File: src/rtl/isqrt_pipe_m.sv
// Multi-cycle integer square root with remainder, SPC root bits per clock, valid/ready on both sides.
// Optional macro ISQRT_ROUND_EN rounds q to nearest (saturating); rem always stays the floor remainder.
module isqrt_pipe_m #(
  parameter int DW  = 32,
  parameter int SPC = 1
) (
  input  logic            clk,
  input  logic            rst,
  input  logic            in_valid,
  output logic            in_ready,
  input  logic [DW-1:0]   r,
  output logic            out_valid,
  input  logic            out_ready,
  output logic [DW/2-1:0] q,
  output logic [DW/2:0]   rem
);

  localparam int H  = DW / 2;
  localparam int RW = H + 2;
  localparam int N  = H / SPC;
  localparam int CW = $clog2(N + 1);

  generate
    if ((DW % 2) != 0 || DW < 4 || SPC < 1 || (H % SPC) != 0) begin : g_bad_cfg
      $error("isqrt_pipe_m: DW must be even and >= 4, and SPC must divide DW/2");
    end
  endgenerate

  typedef enum logic [1:0] {IDLE, CALC, DONE} state_t;

  state_t          state, state_nxt;
  logic [DW-1:0]   rad_p0;
  logic [H-1:0]    root_p0;
  logic [RW-1:0]   remd_p0;
  logic [CW-1:0]   cnt_p0;

  logic [DW-1:0]   rad_v;
  logic [H-1:0]    root_v;
  logic [RW-1:0]   remd_v;
  logic [RW-1:0]   trial_v;
  logic [H-1:0]    q_nx;

`ifdef ISQRT_ROUND_EN
  // rem > root means r is past the midpoint (root+0.5)^2; a tie is impossible for integers
  function automatic logic [H-1:0] round_q(input logic [H-1:0] f, input logic [RW-1:0] rm);
    if (rm > {2'b00, f})
      return (&f) ? f : f + 1'b1;
    return f;
  endfunction
`endif

  // Digit recurrence: SPC chained restoring steps, two radicand bits consumed per step
  always_comb begin
    rad_v   = rad_p0;
    root_v  = root_p0;
    remd_v  = remd_p0;
    trial_v = '0;
    for (int i = 0; i < SPC; i++) begin
      remd_v  = {remd_v[RW-3:0], rad_v[DW-1:DW-2]};
      trial_v = {root_v, 2'b01};
      if (remd_v >= trial_v) begin
        remd_v = remd_v - trial_v;
        root_v = {root_v[H-2:0], 1'b1};
      end else begin
        root_v = {root_v[H-2:0], 1'b0};
      end
      rad_v = {rad_v[DW-3:0], 2'b00};
    end
`ifdef ISQRT_ROUND_EN
    q_nx = round_q(root_v, remd_v);
`else
    q_nx = root_v;
`endif
  end

  always_comb begin
    state_nxt = state;
    case (state)
      IDLE:    if (in_valid) state_nxt = CALC;
      CALC:    if (cnt_p0 == CW'(1)) state_nxt = DONE;
      DONE:    if (out_ready) state_nxt = IDLE;
      default: state_nxt = IDLE;
    endcase
  end

  assign in_ready  = (state == IDLE);
  assign out_valid = (state == DONE);

  always_ff @(posedge clk) begin
    if (rst) begin
      state   <= IDLE;
      rad_p0  <= '0;
      root_p0 <= '0;
      remd_p0 <= '0;
      cnt_p0  <= '0;
      q       <= '0;
      rem     <= '0;
    end else begin
      state <= state_nxt;
      case (state)
        IDLE: if (in_valid) begin
          rad_p0  <= r;
          root_p0 <= '0;
          remd_p0 <= '0;
          cnt_p0  <= CW'(N);
        end
        CALC: begin
          rad_p0  <= rad_v;
          root_p0 <= root_v;
          remd_p0 <= remd_v;
          cnt_p0  <= cnt_p0 - 1'b1;
          // Outputs move only on the way into DONE
          if (cnt_p0 == CW'(1)) begin
            q   <= q_nx;
            rem <= remd_v[H:0];
          end
        end
        default: ;
      endcase
    end
  end

endmodule
File: config.mk
export PLATFORM = sky130hd
export DESIGN_NAME = isqrt_pipe_m
export DESIGN_NICKNAME = d
export VERILOG_FILES = /design/src/rtl/isqrt_pipe_m.sv
export SDC_FILE = /design/constraint.sdc
export NUM_CORES = 1
export LEC_CHECK = 0
export ABC_AREA = 0
export CORE_ASPECT_RATIO = 0.6
export CORE_UTILIZATION = 50
export DETAILED_ROUTE_END_ITERATION = 6
export GPL_TIMING_DRIVEN = 0
export PLACE_DENSITY = 0.76
export SYNTH_ARGS = -nofsm -noshare
export SYNTH_HDL_FRONTEND = slang
export SYNTH_SLANG_ARGS = --single-unit
File: constraint.sdc
create_clock -name clk -period 3.75 [get_ports clk]
set_clock_uncertainty 0.15 [all_clocks]
set_input_delay 0.9375 -clock clk [delete_from_list [all_inputs] [get_ports clk]]
set_output_delay 0.9375 -clock clk [all_outputs]
set_load 0.01 [all_outputs]
# Yosys cells after proc, flatten, opt, wreduce, memory -nomap -nowiden
# Cells that the tools add are included.
# Widths: inputs -> output; s select.
[word_totals]
ff_bits = 104
inputBits = 36
output_inout_bits = 35
elab_cells = 35
[classes]
add_sub_neg = 2
magnitude_cmp = 1
eq_ne = 6
mux = 14
n_reduce_logical = 5
[ops]
columns = ["op", "n"]
rows = [
  ["$pmux 16 s2", 2],
  ["$pmux 32 s2", 1],
  ["$mux 16", 2],
  ["$mux 32", 1],
  ["$ge 18x18->1", 1],
  ["$mux 17", 1],
  ["$sub 17x17->17", 1],
  ["$pmux 5 s2", 1],
  ["$mux 2", 3],
  ["$pmux 2 s3", 1],
  ["$eq 5x1->1 const B", 1],
  ["$mux 5", 1],
  ["$sub 5x1->5 const B", 1],
  ["$ne 2x2->1 const B", 2],
  ["$reduce_and 2->1", 2],
  ["$reduce_and 3->1", 1],
  ["$eq 2x1->1 const B", 1],
  ["$eq 2x2->1 const B", 1],
  ["$logic_not 2->1", 1],
  ["$ne 2x1->1 const B", 1],
  ["$reduce_bool 2->1", 1],
  ["$mux 1", 1],
]

# Logic depth before layout (Yosys ltp)
# Gate-level depths: netlist of the first run.
[logic_depth]
word_depth = 3
mapped_depth = 10
depth_no_buf = 9

# Worst setup path after synthesis of the first run
# OpenSTA, ideal clock, no wires.
[synth_path]
path_kind = "flip-flop to flip-flop"
from = "register root_p0[7]"
to = "register rem[1]"
setup_ns = 0.074
t_arrival_ns = 2.409
required_time_ns = 3.526
path_slack_ns = 1.117
path_stages_with_launch = 11
n_path_buf = 1
synth_period_minus_slack_ns = 2.633
path_cell_list = "dfxtp_1 > inv_1 > ha_1 > nand4_2 > or4_1 > a21oi_2 > a41o_2 > a21o_4 > buf_12 > mux2_2 > o21ai_0"
[synth_via]
elab_chain_cells = 2
[synth_lines]
columns = ["item", "line_no", "source"]
rows = [
  ["start, declared", "33", "logic [H-1:0] root_p0;"],
  ["start signal, assigned", "109", "root_p0 <= root_v;"],
  ["$ge 18x18->1", "61", "if (remd_v >= trial_v) begin"],
  ["$mux 17", "61", ""],
  ["end signal, assigned", "115", "rem <= remd_v[H:0];"],
  ["end, declared", "15", "output logic [DW/2:0] rem"],
]
# No other way between the ends.
# A chain may end at the register's enable or synchronous reset.

# Worst setup path in the final report of the first run
[layout_path]
from = "register state[0]"
to = "output in_ready"
[layout_via]
elab_chain_cells = 1
[layout_lines]
columns = ["item", "line_no", "source"]
rows = [
  ["start, declared", "31", "state_t state, state_nxt;"],
  ["start signal, assigned", "99", "state <= state_nxt;"],
  ["$logic_not 2->1", "86", "assign in_ready = (state == IDLE);"],
  ["end, declared", "10", "output logic in_ready,"],
]
# No other way between the ends.

==> results.md, run 1 <==
- Run status: finished clean
- Top FF cell, synth: dfxtp_1
- PD cells: 656 mW/mm²
- RSZ-0062 raised after global routing: false
- Final period util: 88.5%
- Synth cell types: 51
- R2R cell count: 10
- First-pass GRT wire length: 23500 µm
- Leak Pwr: 2.38 nW
- Vias in the first global route: 4501
- Commonest non-fill, non-tap cell in the layout: nor2_1
- Total die area: 0.0108 mm²
- Crit Path Max Fanout: 10
- Hold worst-path end: q[1]
- CTS hold repair buffers: 0
- DRC violations left: 0
- Slew margin rel.: 35.6%
- Slew Viols, Final: 0
- Row count: 28
- Worst vdd ir: 0.337 mV
- Worst-skew pair later-pin latency: 0.35 ns
- RePlAce Congestion: 0.920
- Fmax: 0.301 GHz
- Share of flip-flops with an asynchronous set or reset: 0%
- Placed Instance Area: 0.00605 mm²
- Die height: 80.9 µm
- CTS H-tree depth: 3
- Layout net count: 804
- Syn. warnings: 0
- CP startpoint kind: flip-flop
- # port buffers: 69
- Post-DP HPWL: 11200 µm
- ANT nets after route: 0
- Synthesized area per cell: 7.78 µm²
- Setup TNS Final: 0 ns
- Vias per Instance: 5.67
- Initial Util: 52.0%
- WS Path Type: reg -> out
- Least-Margin Pin Slew: 0.953 ns
- Vias after detailed routing: 5033
- Most frequent cells in the layout: nor2_1 (138), dfxtp_1 (104), clkdlybuf4s50_1 (69), a21oi_1 (60), nand2_1 (55)
- Number of detailed-route iterations in the first pass: 4
- Reg-to-reg slack, setup: 0.64 ns
- CTS max path bufs: 2
- Register area share after synthesis: 40.1%
- R2R Path End: rem[15]
- Clock sinks: 104
- Root Driver: clkbuf_16
- Final wirelength: 14800 µm
- Max cap viols: 0
- Worst Hold Class: reg -> reg
- Final hold vios: 0
- Final setup fails: 0
- CTS resizes: 0
- Total setup buffers inserted after CTS: 0
- Fin crit period: 3.32 ns
- Grt ovf: 0
- Number of synthesized register bits: 104
- Number of synthesized flops with an enable pin: 0
- CORE AREA: 0.00998 mm²
- CTS tree: yes
- Synthesized netlist cell count: 668
- Num CTS Buffers: 9
- Final instance area: 0.00632 mm²
- DRT iter0 DRCs: 446
- Final Power: 4.15 mW
- Area Growth Syn to Fin: 21.8%
- GR Util All Layers: 28.4%
- Antenna diode count: 0
- Routed WL per cell: 16.7 µm
- HP Start: q[1]
- Crit path DAT: 2.23 ns
- Netlist Area Pre-Place: 0.00519 mm²
- Initial antenna violation count: 0
- I/O pins: 71
- Net Count, Synth: 724
- Worst-path clk slew: 0.07 ns
- Layout cell share with drive strength beyond 1: 3.19%
- Worst EP required: 2.66 ns
- Reg2reg start: root_p0[7]
- Hold path cells: 2
- Crit. End Element: output port
- Die Span X: 134 µm
- Maximum number of pins on one net before global-route repair: 18
[registers in the layout (all words and copies together) (netlist names)]
signal / cells
remd_p0: 16
state: 2
rad_p0: 32
root_p0: 16
rem: 17
cnt_p0: 5
q: 16
[critical path: stages (launching register included)]
cell             delay (ns)
dfxtp_1                0.41
clkbuf_1               0.35
clkbuf_1               0.45
nor2_1                 0.16
clkdlybuf4s50_1        0.51
[per-stage QoR]
step | setup slack (ns) | utilization [%] | instances | hold WS, ns
detailed placement | 0.597 | 60.6 | 872 | 0.298
floorplan | 1.12 | - | 668 | 0.279
global placement | 0.627 | 60.6 | 872 | 0.293
CTS | 0.455 | 63.3 | 888 | 0.308
global route | 0.314 | 63.3 | 888 | 0.324
finish | 0.430 | 63.3 | 888 | 0.304
[layer usage]
layer  share of wire (%)  track usage [%]
met5                   0                0
met4                 1.0             6.25
met3                 8.6             7.18
met2                  39             38.6
met1                  51             43.6
[power by group]
| group | switching [mW] | internal [mW] | leakage [nW] |
|---|---|---|---|
| Sequential | 0.0731 | 1.20 | 0.849 |
| Combinational | 1.11 | 0.879 | 1.41 |
| Clock | 0.430 | 0.453 | 0.129 |
[synth_stat cells (2+ instances only)]
master,instances,area [µm²]
a211oi_1,19,143
a21o_1,2,15.0
a21oi_1,60,300
a22oi_1,19,143
a2bb2oi_1,2,17.5
a311o_1,2,20.0
a32oi_1,2,17.5
and2_1,3,18.8
buf_1,3,11.3
buf_12,2,40.0
clkbuf_1,39,146
dfxtp_1,104,2080
ha_1,20,250
inv_1,25,93.8
mux2_2,2,22.5
mux2i_1,13,130
nand2_1,55,206
nand2b_1,5,31.3
nand3_1,3,15.0
nand3b_1,4,30.0
nand4_1,2,12.5
nor2_1,138,518
nor2b_1,35,219
nor3_1,34,170
nor3b_1,4,30.0
nor4b_1,2,17.5
o211ai_1,3,22.5
o21a_1,3,22.5
o21ai_0,25,125
o21bai_1,2,15.0
o22ai_1,2,12.5
o31ai_1,4,30.0
or4_1,2,15.0
xnor2_1,9,78.8
xor2_1,3,26.3
[cell type report]
type / count / area (µm²)
Tap cell: 135 / 169
Multi-Input combinational cell: 495 / 2820
Inverter: 25 / 93.8
Sequential cell: 104 / 2080
Fill cell: 846 / 3660
Buffer: 44 / 198
Timing Repair Buffer: 69 / 691
Clock inverter: 6 / 42.5
Clock buffer: 10 / 229
[cells by family after synthesis]
family	after synthesis	share of synthesized area (%)
and+or+nand+nor	292	25.5
AOI/OAI and AO/OA	156	19.0
DFF	104	40.1
buffers and inverters	69	5.61
adders and majority gates	20	4.82
muxes	15	2.94
xor gates and xnor gates	12	2.02
[how the worst max path moves through the flow]
stage               slack (ns)   endpoint  cells past startpoint  startpoint
floorplan                 1.12     rem[1]                     10  root_p0[7]
global placement          0.63  rad_p0[0]                      5         rst
detailed placement        0.60       q[2]                      5         rst
CTS                       0.46   in_ready                      4    state[0]
global route              0.31   in_ready                      4    state[0]
finish                    0.43   in_ready                      4    state[0]
Note: power is estimated with default switching activity, not from simulation.
==> inputs of run 2 (changes only) <==
- clock period: 3.75 -> 4.1 ns (I/O delays scaled with it)
==> results of run 2 <==
Same layout as run 1 (identical final DEF). Status: finished clean.
Main changes from that run: setup slack after placement 0.597 ns -> 0.860 ns; setup slack after layout 0.430 ns -> 0.692 ns; register-to-register setup slack 0.64 ns -> 0.99 ns; total power 4.15 mW -> 3.80 mW; worst IR drop on VDD 0.337 mV -> 0.309 mV
